[config.mk]
export PLATFORM = sky130hd
export DESIGN_NAME = audio_clk_gen_tdm
export DESIGN_NICKNAME = d
export VERILOG_FILES = /design/src/rtl/audio_clk_gen_tdm.sv
export SDC_FILE = /design/constraint.sdc
export NUM_CORES = 1
export LEC_CHECK = 0
export BUFFER_PORTS_ARGS = -buffer_cell sky130_fd_sc_hd__buf_2
export CORE_MARGIN = 2
export CORE_UTILIZATION = 51
export CTS_CLUSTER_SIZE = 40
export DETAILED_ROUTE_END_ITERATION = 8
export PLACE_DENSITY_LB_ADDON = 0.12
export SYNTH_ARGS = -nofsm -noshare
export SYNTH_HDL_FRONTEND = slang
export SYNTH_SLANG_ARGS = --single-unit
[constraint.sdc]
create_clock -name CLK -period 2.1 [get_ports CLK]
set_input_delay 0.63 -clock CLK [delete_from_list [all_inputs] [get_ports CLK]]
set_output_delay 0.63 -clock CLK [all_outputs]
set_load 0.02 [all_outputs]
[src/rtl/audio_clk_gen_tdm.sv]
// Audio clock generator: MCLK, BCLK and LRCK/frame sync from the system clock, plus
// single-cycle LOAD/OUT_SHIFT/IN_SHIFT strobes and slot/bit indices for the serdes.
module audio_clk_gen_tdm #(
    parameter int unsigned MCLK_DIV  = 8,
    parameter int unsigned BCLK_DIV  = 8,
    parameter int unsigned SLOT_BITS = 24,
    parameter int unsigned SLOTS     = 2,
    parameter int unsigned FORMAT    = 0
) (
    input  logic       CLK,
    input  logic       RESET,
    input  logic       EN,
    output logic       MCLK,
    output logic       BCLK,
    output logic       LRCK,
    output logic       LOAD,
    output logic       OUT_SHIFT,
    output logic       IN_SHIFT,
    output logic [3:0] SLOT,
    output logic [4:0] BITIDX
);

    localparam int unsigned BP = MCLK_DIV * BCLK_DIV;
    localparam int unsigned FB = SLOTS * SLOT_BITS;
    localparam int unsigned CW = (BP > 1) ? $clog2(BP) : 1;
    localparam int unsigned MW = (MCLK_DIV > 1) ? $clog2(MCLK_DIV) : 1;

    localparam logic [CW-1:0] CycLast  = CW'(BP - 1);
    localparam logic [CW-1:0] CycHalf  = CW'(BP / 2);
    localparam logic [MW-1:0] MLast    = MW'(MCLK_DIV - 1);
    localparam logic [MW-1:0] MHalf    = MW'(MCLK_DIV / 2);
    localparam logic [4:0]    BitLast  = 5'(SLOT_BITS - 1);
    localparam logic [3:0]    SlotLast = 4'(SLOTS - 1);
    localparam logic [9:0]    FLast    = 10'(FB - 1);
    localparam logic [9:0]    FHalf    = 10'(FB / 2);

    if (MCLK_DIV < 2 || (MCLK_DIV % 2) != 0) begin : g_bad_mclk_div
        $error("audio_clk_gen_tdm: MCLK_DIV must be even and >= 2");
    end
    if (BCLK_DIV < 1) begin : g_bad_bclk_div
        $error("audio_clk_gen_tdm: BCLK_DIV must be >= 1");
    end
    if (SLOT_BITS < 2 || SLOT_BITS > 32) begin : g_bad_slot_bits
        $error("audio_clk_gen_tdm: SLOT_BITS must be 2..32");
    end
    if (SLOTS < 1 || SLOTS > 16) begin : g_bad_slots
        $error("audio_clk_gen_tdm: SLOTS must be 1..16");
    end
    if (FORMAT > 2) begin : g_bad_format
        $error("audio_clk_gen_tdm: FORMAT must be 0, 1 or 2");
    end
    if (FORMAT < 2 && (SLOTS % 2) != 0) begin : g_bad_stereo
        $error("audio_clk_gen_tdm: I2S and left-justified need an even SLOTS");
    end

    logic          run;
    logic [CW-1:0] cyc_q, cyc_d;
    logic [MW-1:0] mcnt_q, mcnt_d;
    logic [4:0]    bit_q, bit_d;
    logic [3:0]    slot_q, slot_d;
    logic [9:0]    fpos, fpos_next;
    logic          mclk_d, bclk_d, lrck_d, load_d, out_shift_d, in_shift_d;

    // mcnt tracks cyc mod MCLK_DIV; BP is a multiple of MCLK_DIV so they wrap together
    always_comb begin
        run    = !RESET && EN;
        cyc_d  = '0;
        mcnt_d = '0;
        bit_d  = '0;
        slot_d = '0;
        if (run) begin
            mcnt_d = (mcnt_q == MLast) ? '0 : mcnt_q + 1'b1;
            cyc_d  = (cyc_q == CycLast) ? '0 : cyc_q + 1'b1;
            bit_d  = bit_q;
            slot_d = slot_q;
            if (cyc_q == CycLast) begin
                bit_d = (bit_q == BitLast) ? '0 : bit_q + 1'b1;
                if (bit_q == BitLast) begin
                    slot_d = (slot_q == SlotLast) ? '0 : slot_q + 1'b1;
                end
            end
        end
    end

    always_comb begin
        fpos      = {6'd0, slot_q} * 10'(SLOT_BITS) + {5'd0, bit_q};
        fpos_next = (fpos == FLast) ? '0 : fpos + 10'd1;
        case (FORMAT)
            0:       lrck_d = (fpos_next >= FHalf);
            1:       lrck_d = (fpos < FHalf);
            default: lrck_d = (fpos == FLast);
        endcase
        mclk_d      = (mcnt_q >= MHalf);
        bclk_d      = (cyc_q >= CycHalf);
        out_shift_d = (cyc_q == '0);
        in_shift_d  = (cyc_q == CycHalf);
        load_d      = (cyc_q == '0) && (bit_q == '0) && (slot_q == '0);
    end

    always_ff @(posedge CLK) begin
        if (RESET || !EN) begin
            cyc_q     <= '0;
            mcnt_q    <= '0;
            bit_q     <= '0;
            slot_q    <= '0;
            MCLK      <= 1'b0;
            BCLK      <= 1'b0;
            LRCK      <= 1'b0;
            LOAD      <= 1'b0;
            OUT_SHIFT <= 1'b0;
            IN_SHIFT  <= 1'b0;
            SLOT      <= '0;
            BITIDX    <= '0;
        end else begin
            cyc_q     <= cyc_d;
            mcnt_q    <= mcnt_d;
            bit_q     <= bit_d;
            slot_q    <= slot_d;
            MCLK      <= mclk_d;
            BCLK      <= bclk_d;
            LRCK      <= lrck_d;
            LOAD      <= load_d;
            OUT_SHIFT <= out_shift_d;
            IN_SHIFT  <= in_shift_d;
            SLOT      <= slot_q;
            BITIDX    <= bit_q;
        end
    end

endmodule
==> results of run 1 <==
## synthesized netlist by cell type, types with 3 or more instances
cell type	n
nand2_1	9
nor3_1	3
xnor2_1	3
o21ai_1	3
nor2_1	22
dfxtp_1	33
inv_1	17
and2_1	3
mux2i_1	3
a21oi_1	11
ha_1	17
nand3_1	9
xor2_1	4
## layer usage
layer | vias up | track usage, % | share of wire (%)
met2 | 29 | 32.3 | 49
met5 | - | 0 | 0
li1 | 628 | - | -
met1 | 587 | 23.0 | 45
met3 | 7 | 5.90 | 4.2
met4 | 0 | 7.62 | 1.9
## logic make-up (layout without fill, tap and decap cells)
group                    Yosys count  count (layout)
AND/OR/NAND/NOR                   62              62
flip-flops                        33              33
AO/OA/AOI/OAI                     26              26
buffers and inverters             21              51
adder cells (fa/ha/maj)           19              19
XOR/XNOR                           7               7
multiplexers                       3               3
## power by group
part	internal [mW]	leakage, nW	total (mW)	switching, mW
sequential	0.630	0.268	0.634	0.00351
clock	0.194	0.0413	0.416	0.222
combinational	0.0111	0.500	0.0304	0.0193
## metrics by stage
| stage | util, % | cells |
|---|---|---|
| finish | 62.2 | 234 |
| global route | 62.2 | 234 |
| CTS | 60.3 | 231 |
| detailed placement | 57.6 | 223 |
| global placement | 57.6 | 223 |
| floorplan | - | 171 |
## critical path: cells and delay by family (launching register included)
family,cells,cell delay (ns)
compound gates,3,0.29
xor+xnor,1,0.10
fa+ha+maj,2,0.75
buf+inv,1,0.13
flops,1,0.36
simple gates,1,0.32
## cell type report
class,count,share of cell area (%)
Clock buffer,7,3.51
Tap cell,33,2.23
Timing Repair Buffer,26,8.24
Inverter,17,3.44
Sequential cell,33,35.9
Multi-Input combinational cell,117,46.4
Clock inverter,1,0.270
## state kept, by name (all words and copies together), names as in the netlist
register   cells
bit_q          5
SLOT           4
OUT_SHIFT      1
slot_q         4
MCLK           1
mcnt_q         3
LRCK           1
IN_SHIFT       1
LOAD           1
BCLK           1
cyc_q          6
BITIDX         5
## path summary, 6_finish.rpt
check                           slack (ns)         to  cells after the start      start
worst max-delay path                  0.03       LRCK                      8  slot_q[1]
worst min-delay path                  0.46  mcnt_q[0]                      1  mcnt_q[0]
worst max register to register        0.03       LRCK                      8  slot_q[1]
worst min register to register        0.46  mcnt_q[0]                      1  mcnt_q[0]
## repair_timing
item,CTS,global route
gates resized for setup,2,9
endpoints found under the hold margin,0,0
pin swaps,0,4
setup endpoints to repair,1,1
setup buffers,0,3
==> reports/qor.yml, run 1 <==
status:
  run_status: "finished clean"
timing:
  relSlewSlack_pct: 77.1
  holdWs_ns: 0.460
  rsz0062_at_grt: "yes"
  worst_slack_ns: 0.0296
  setup_tns_ns: 0
  min_period_ns: 2.07
  final_max_slew_viol_count: 0
  min_period_over_period_pct: 98.6
  worst_pin_slew_ns: 0.342
  hold_viol_final: 0
  finalClockSkew_ns: 0.0112
  timing.fmax_ghz: 0.483
  setup_viol: 0
place:
  port_buffers: 17
  place.gp.congestion: 0.743
  dp_hpwl_mm: 2.22
  post_dp_cell_area_um2: 1710
  place_ws_ns: 0.0282
grt:
  grt.total_usage_pct: 19.3
  grt_pass1_vias: 1193
  grt_max_degree: 23
  grt_pass1_wl_mm: 5.11
  antenna_found_initial: 0
  grt-ovfl-total: 0
yosys:
  ys_top_cells_by_area: "dfxtp_1 42%, ha_1 14%, nor2_1 5.3%"
  yosys.cell_types.count: 41
  synthArstFlopShare_pct: 0
  syn_nets: 193
  synth_largest_area_cell: "dfxtp_1"
  synth_top_cell_area_share_pct: 42.1
  netlist_instances: 171
  ys_ff_latch: 33
  synth_enable_flop_cells: 0
  synth_fa_ha_area_share_pct: 16.1
  ys_seq_area_share_pct: 42.1
  synthFlopType: "dfxtp_1"
  synth_top_family_by_area: "simple AND/OR/NAND/NOR gates"
  syn_area_per_cell_um2: 9.18
  synth-simple-area-share_pct: 19.8
  yosysWarnings: 0
  netlist_area_um2: 1570
  synth-compound-area-share_pct: 10.4
  muxShareOfSynthArea_pct: 1.91
  synth_xor_area_share_pct: 3.90
final_layout:
  final_nets: 222
  final_common_cell: "dfxtp_1"
  seq_area_um2: 666
  final_cell_mix: "31 x dfxtp_1, 22 x nor2_1, 17 x inv_1, 17 x buf_2, 16 x ha_1"
  antenna_cells: 0
  final_area_um2: 1850
  layout-drive-gt1-share_pct: 22.9
  multi_input_area_um2: 860
  fill_cells: 273
  areaGrowthSynthToFinish_pct: 18.0
floorplanning:
  dieWidth_um: 59.5
  fp.dieH_um: 59.5
  core_area_um2: 2980
  rows: 20
  initial_utilization_pct: 52.7
  io_pins: 18
  die_area_um2: 3540
worst_setup_path:
  crit_slowest_cell: "fa_2"
  crit_chain: "buf_4, ha_4, fa_2, xor2_2, nor4_2, o211ai_1, o21ai_1, a21oi_1"
  start_kind: "register"
  cp.arrival_ns: 2.30
  end_kind: "register"
  slowest_delay_ns: 0.58
  critPathRequiredTime_ns: 2.33
  worst-setup-path-type: "reg2reg"
  crit_path_max_fanout: 4
drt:
  wl_per_cell_um: 13.6
  drcViolationCount: 0
  drt_iter0_markers: 35
  via_count: 1251
  postRouteAntennaNets: 0
  via_per_inst: 5.35
  drtPass1Iterations: 4
  drt-total-wl_mm: 3.18
pwr:
  power_density_nw_per_um2: 583
  p_total_mw: 1.08
  leakage_nw: 0.809
  ir_drop_mv: 0.330
clocking:
  cts.htree.levels: 2
  tritoncts: "yes"
  cts_sinks: 33
  clkTransAtPathRegs_ns: 0.11
  clk_path_buf_depth: 2
  numCtsBuffers: 5
  clockRootBuffer: "clkbuf_4"
  postCtsHoldBufs: 0
  clk_latency_ns: 0.34
worst_hold_path:
  hold_path.class: "reg2reg"
flow_run:
  drv_cap: 0
Power figures use the tool's default switching activity.
==> run 2, diff against run 1 <==
Settings changed: MAX_ROUTING_LAYER set to met4.
==> run 2 against run 1 <==
  * Register-to-register slack improved by 0.02 ns
  * Wire length decreased by 0.57%
  * Total power increased by 0.10%
  * Fmax increased by 1.0%
  * Critical path depth increased by 1
  * Die area unchanged
  * Design area unchanged
  * Clock power about the same
  * Worst hold slack about the same
  * Utilization unchanged
  * Global-route usage increased by 0.61 points
  * Count of clock-buffer cells in the layout unchanged
  * Critical path type unchanged
  * Highest routed layer unchanged
==> reports/qor.yml, run 2 (synthesis results as in run 1) <==
pwr:
  p_total_mw: 1.08  # about the same
  leakage_nw: 0.809  # unchanged
  ir_drop_mv: 0.328  # was 0.330 mV
  power_density_nw_per_um2: 584  # was 583 nW/um^2
clocking:
  postCtsHoldBufs: 0  # unchanged
  clk_latency_ns: 0.34  # about the same
  tritoncts: "yes"  # unchanged
  clkTransAtPathRegs_ns: 0.11  # about the same
  clockRootBuffer: "clkbuf_4"  # unchanged
  numCtsBuffers: 5  # unchanged
  cts.htree.levels: 2  # unchanged
  clk_path_buf_depth: 2  # unchanged
  cts_sinks: 33  # unchanged
drt:
  drt_iter0_markers: 37  # was 35
  via_per_inst: 5.35  # about the same
  drt-total-wl_mm: 3.16  # was 3.18 mm
  wl_per_cell_um: 13.5  # was 13.6 um
  postRouteAntennaNets: 0  # unchanged
  via_count: 1252  # was 1251
  drtPass1Iterations: 4  # unchanged
  drcViolationCount: 0  # unchanged
floorplanning:
  dieWidth_um: 59.5  # unchanged
  rows: 20  # unchanged
  die_area_um2: 3540  # unchanged
  io_pins: 18  # unchanged
  initial_utilization_pct: 52.7  # unchanged
  core_area_um2: 2980  # unchanged
  fp.dieH_um: 59.5  # unchanged
grt:
  grt.total_usage_pct: 19.9  # was 19.3%
  grt_pass1_wl_mm: 5.13  # was 5.11 mm
  grt-ovfl-total: 0  # unchanged
  grt_max_degree: 23  # unchanged
  grt_pass1_vias: 1195  # was 1193
  antenna_found_initial: 0  # unchanged
timing:
  timing.fmax_ghz: 0.488  # was 0.483 GHz
  min_period_over_period_pct: 97.6  # was 98.6%
  setup_viol: 0  # unchanged
  worst_pin_slew_ns: 0.342  # about the same
  finalClockSkew_ns: 0.0148  # was 0.0112 ns
  hold_viol_final: 0  # unchanged
  rsz0062_at_grt: "yes"  # unchanged
  relSlewSlack_pct: 77.2  # was 77.1%
  final_max_slew_viol_count: 0  # unchanged
  holdWs_ns: 0.460  # about the same
  min_period_ns: 2.05  # was 2.07 ns
final_layout:
  top_register: "cyc_q"  # unchanged
  final_nets: 222  # unchanged
  antenna_cells: 0  # unchanged
  fill_cells: 273  # unchanged
  layout-drive-gt1-share_pct: 22.9  # unchanged
  areaGrowthSynthToFinish_pct: 18.0  # unchanged
  reg.largest.list: "cyc_q (6), BITIDX (5), bit_q (5)"  # unchanged
  seq_area_um2: 666  # unchanged
  multi_input_area_um2: 860  # unchanged
  final_common_cell: "dfxtp_1"  # unchanged
  largest_reg_flops: 6  # unchanged
  final_cell_mix: "31 x dfxtp_1, 22 x nor2_1, 17 x inv_1, 17 x buf_2, 16 x ha_1"  # unchanged
worst_setup_path:
  cp.arrival_ns: 2.28  # was 2.30 ns
  worst-setup-path-type: "reg2reg"  # unchanged
  start_kind: "register"  # unchanged
  critPathRequiredTime_ns: 2.33  # about the same
  end_kind: "register"  # unchanged
  crit_path_max_fanout: 4  # unchanged
flow_run:
  drv_cap: 0  # unchanged
worst_hold_path:
  hold_path.class: "reg2reg"  # unchanged
place:
  port_buffers: 17  # unchanged
  place.gp.congestion: 0.753  # was 0.743
  dp_hpwl_mm: 2.22  # unchanged
status:
  run_status: "finished clean"  # unchanged
[run 2: cell counts in the layout (fill, tap and decap cells not counted)]
Identical to the previous run, type by type.
[run 2: cell type report]
class                      count  area share, %
multi-input combinational    117           46.4
clock buffer                   7           3.51
inverter                      17           3.44
tap                           33           2.23
clock inverter                 1          0.270
timing repair buffer          26           8.24
sequential                    33           35.9
[run 2: worst max-delay path, stage by stage (launching register included)]
cell and delay, ns:
dfxtp_4 0.37, inv_1 0.06, ha_1 0.30, inv_1 0.07, fa_2 0.57, inv_1 0.07, a31oi_1 0.23, a211oi_2 0.08
o21ai_1 0.12, a21oi_1 0.07
[run 2: where the power goes]
part           internal (mW)  switching [mW]
clock network          0.194           0.223
logic                 0.0111          0.0194
registers              0.630         0.00351
[run 2: routing by layer]
metal  part of all wire, %  vias to the layer above  global-route usage (%)
met4                   1.8                        0                    7.62
met1                    46                      581                    23.1
met2                    48                       35                    32.3
li1                      -                      629                       -
met3                   4.7                        7                    5.90
met5                     0                        -                       -
[run 2: through the flow]
| step | area, um^2 | TNS, ns | setup slack [ns] | instances | utilization, % |
|---|---|---|---|---|---|
| 5_1_grt | 1850 | -0.0943 | -0.0943 | 234 | 62.2 |
| 3_3_place_gp | 1710 | 0 | 0.0445 | 223 | 57.6 |
| 6_report | 1850 | 0 | 0.0502 | 234 | 62.2 |
| 4_1_cts | 1790 | 0 | 0.0152 | 231 | 60.3 |
| 3_5_place_dp | 1710 | 0 | 0.0282 | 223 | 57.6 |
| 2_1_floorplan | 1570 | 0 | 0.113 | 171 | - |
[run 2: repair_timing]
| item | 4_1_cts | 5_1_grt |
|---|---|---|
| setup endpoints to repair | 1 | 1 |
| resized for setup | 2 | 9 |
| pin swaps | 0 | 4 |
| gates cloned | 0 | 0 |
| endpoints found under the hold margin | 0 | 0 |
| buffers inserted | 0 | 3 |
[run 2: final timing paths]
check / from / to / slack, ns / cells past startpoint
worst max-delay path: slot_q[1] / LRCK / 0.05 / 9
worst min-delay path: mcnt_q[0] / mcnt_q[0] / 0.46 / 1
worst max register to register: slot_q[1] / LRCK / 0.05 / 9
worst min register to register: mcnt_q[0] / mcnt_q[0] / 0.46 / 1
==> run 3, diff against run 2 <==
Settings changed: CORE_UTILIZATION 51 to 53, CTS_CLUSTER_SIZE 40 to not set, GPL_TIMING_DRIVEN set to 0.
Clock period 2.1 ns to 2.3 ns, I/O delays scaled along.
==> run 3 against run 2 <==
  * Clock power decreased by 12%
  * Utilization grew 1.9 points
  * Count of clock-buffer cells in the layout unchanged
  * Die area shrank 3.5%
  * Wire length fell by 7.9%
  * Fmax decreased by 4.2%
  * Sequential cell count stayed put
  * Largest cell class unchanged
  * Largest power group unchanged
==> reports/qor.yml, run 3 (synthesis results as in run 1) <==
status:
  run_status: "finished clean"  # unchanged
clocking:
  cts.htree.levels: 2  # unchanged
  cts_sinks: 33  # unchanged
  clk_latency_ns: 0.32  # was 0.34 ns
  numCtsBuffers: 5  # unchanged
  clockRootBuffer: "clkbuf_4"  # unchanged
  clkTransAtPathRegs_ns: 0.11  # about the same
  tritoncts: "yes"  # unchanged
  clk_path_buf_depth: 2  # unchanged
pwr:
  power.share.combinational_pct: 3.0  # was 2.8%
  intPower_mw: 0.765  # was 0.835 mW
  swShare_pct: 21.5  # was 22.7%
  clkPwrFrac_pct: 37.5  # was 38.6%
  ir_drop_mv: 0.481  # was 0.328 mV
  power_frac_seq_pct: 59.5  # was 58.6%
  leakage_nw: 0.781  # was 0.809 nW
  power_density_nw_per_um2: 546  # was 584 nW/um^2
  switching_power_mw: 0.210  # was 0.246 mW
place:
  dp_hpwl_mm: 2.18  # was 2.22 mm
  port_buffers: 17  # unchanged
  dp.cells: 219  # was 223
  place.gp.congestion: 0.820  # was 0.753
grt:
  grt_max_degree: 11  # was 23
  grt-ovfl-total: 0  # unchanged
  grt_pass1_wl_mm: 4.97  # was 5.13 mm
  antenna_found_initial: 0  # unchanged
  grt_pass1_vias: 1169  # was 1195
  grt.total_usage_pct: 19.9  # about the same
timing:
  final_max_slew_viol_count: 0  # unchanged
  setup_tns_ns: 0  # unchanged
  hold_viol_final: 0  # unchanged
  timing.fmax_ghz: 0.467  # was 0.488 GHz
  min_period_ns: 2.14  # was 2.05 ns
  relSlewSlack_pct: 70.4  # was 77.2%
  holdWs_ns: 0.472  # was 0.460 ns
  min_period_over_period_pct: 93.0  # was 97.6%
  setup_viol: 0  # unchanged
  worst_pin_slew_ns: 0.444  # was 0.342 ns
  finalClockSkew_ns: 0.00894  # was 0.0148 ns
floorplanning:
  initial_utilization_pct: 56.5  # was 52.7%
  fp.dieH_um: 58.4  # was 59.5 um
  core_area_um2: 2780  # was 2980 um^2
  dieWidth_um: 58.4  # was 59.5 um
  die_area_um2: 3410  # was 3540 um^2
  io_pins: 18  # unchanged
  rows: 19  # was 20
worst_setup_path:
  crit_path_max_fanout: 6  # was 4
  worst-setup-path-type: "reg2reg"  # unchanged
  cp.arrival_ns: 2.35  # was 2.28 ns
  start_kind: "register"  # unchanged
  end_kind: "register"  # unchanged
  critPathRequiredTime_ns: 2.51  # was 2.33 ns
drt:
  drt-total-wl_mm: 2.91  # was 3.16 mm
  wl_per_cell_um: 12.8  # was 13.5 um
  drcViolationCount: 0  # unchanged
  postRouteAntennaNets: 0  # unchanged
  via_per_inst: 5.33  # was 5.35
  drt_iter0_markers: 26  # was 37
  via_count: 1211  # was 1252
  drtPass1Iterations: 4  # unchanged
final_layout:
  antenna_cells: 0  # unchanged
  final_cell_mix: "31 x dfxtp_1, 22 x nor2_1, 18 x buf_2"  # was 31 x dfxtp_1, 22 x nor2_1, 17 x inv_1, 17 x buf_2, 16 x ha_1
  layout.cells.non_filler: 227  # was 234
  largest_reg_flops: 6  # unchanged
  final_common_cell: "dfxtp_1"  # unchanged
  top_register: "cyc_q"  # unchanged
  seq_area_um2: 663  # was 666 um^2
  areaGrowthSynthToFinish_pct: 13.5  # was 18.0%
  layout-drive-gt1-share_pct: 18.4  # was 22.9%
  reg.largest.list: "cyc_q (6), BITIDX (5), bit_q (5)"  # unchanged
  multi_input_area_um2: 835  # was 860 um^2
  fill_cells: 244  # was 273
  final_nets: 217  # was 222
flow_run:
  drv_cap: 0  # unchanged
worst_hold_path:
  hold_path.class: "reg2reg"  # unchanged
run 3: timing repair:
item / in CTS / in global routing
endpoints found under the setup margin: 0 / 1
hold buffers: 0 / 0
buffers inserted: 0 / 0
gates resized for setup: 0 / 5
run 3: path summary, 6_finish.rpt:
path	start	cells past startpoint	to	slack, ns
max	slot_q[0]	8	LRCK	0.16
max reg2reg	slot_q[0]	8	LRCK	0.16
min reg2reg	mcnt_q[0]	1	mcnt_q[0]	0.47
min	mcnt_q[0]	1	mcnt_q[0]	0.47
run 3: final cells by class:
class                      instances  share of cell area (%)
tap                               31                    2.18
clock inverter                     1                   0.281
clock buffer                       7                    3.65
sequential                        33                    37.2
timing repair buffer              17                    4.77
buffer                             4                    1.54
multi-input combinational        117                    46.8
inverter                          17                    3.58
run 3: routing by layer:
layer	GRT usage, %	vias up	part of all wire (%)
met4	8.64	0	1.5
met2	32.1	29	48
met3	6.37	7	4.6
met1	22.5	557	46
met5	-	-	0
li1	-	618	-
run 3: critical path, cell delays in order, from the launching register on:
cell and delay [ns]:
dfxtp_2 0.41, inv_1 0.10, ha_1 0.33, inv_1 0.11, fa_2 0.49, nor4_2 0.32
o211ai_1 0.12, o21ai_1 0.09, a21oi_1 0.07
run 3: power groups by stage:
| stage | Clock, mW | Sequential, mW | Combinational, mW |
|---|---|---|---|
| after floorplan | 0 | 0.595 | 0.0167 |
| after global placement | 0 | 0.593 | 0.0278 |
| after detailed placement | 0 | 0.593 | 0.0291 |
| after CTS | 0.376 | 0.580 | 0.0293 |
| after global routing | 0.404 | 0.581 | 0.0336 |
| final | 0.366 | 0.580 | 0.0288 |
run 3: per-stage QoR:
stage / power [mW] / area (um^2) / setup WS, ns / utilization (%)
floorplan: 0.612 / 1570 / 0.313 / -
global placement: 0.621 / 1690 / 0.153 / 60.9
detailed placement: 0.622 / 1690 / 0.0694 / 60.9
CTS: 0.985 / 1760 / 0.0488 / 63.4
global route: 1.02 / 1780 / -0.00437 / 64.1
finish: 0.974 / 1780 / 0.160 / 64.1
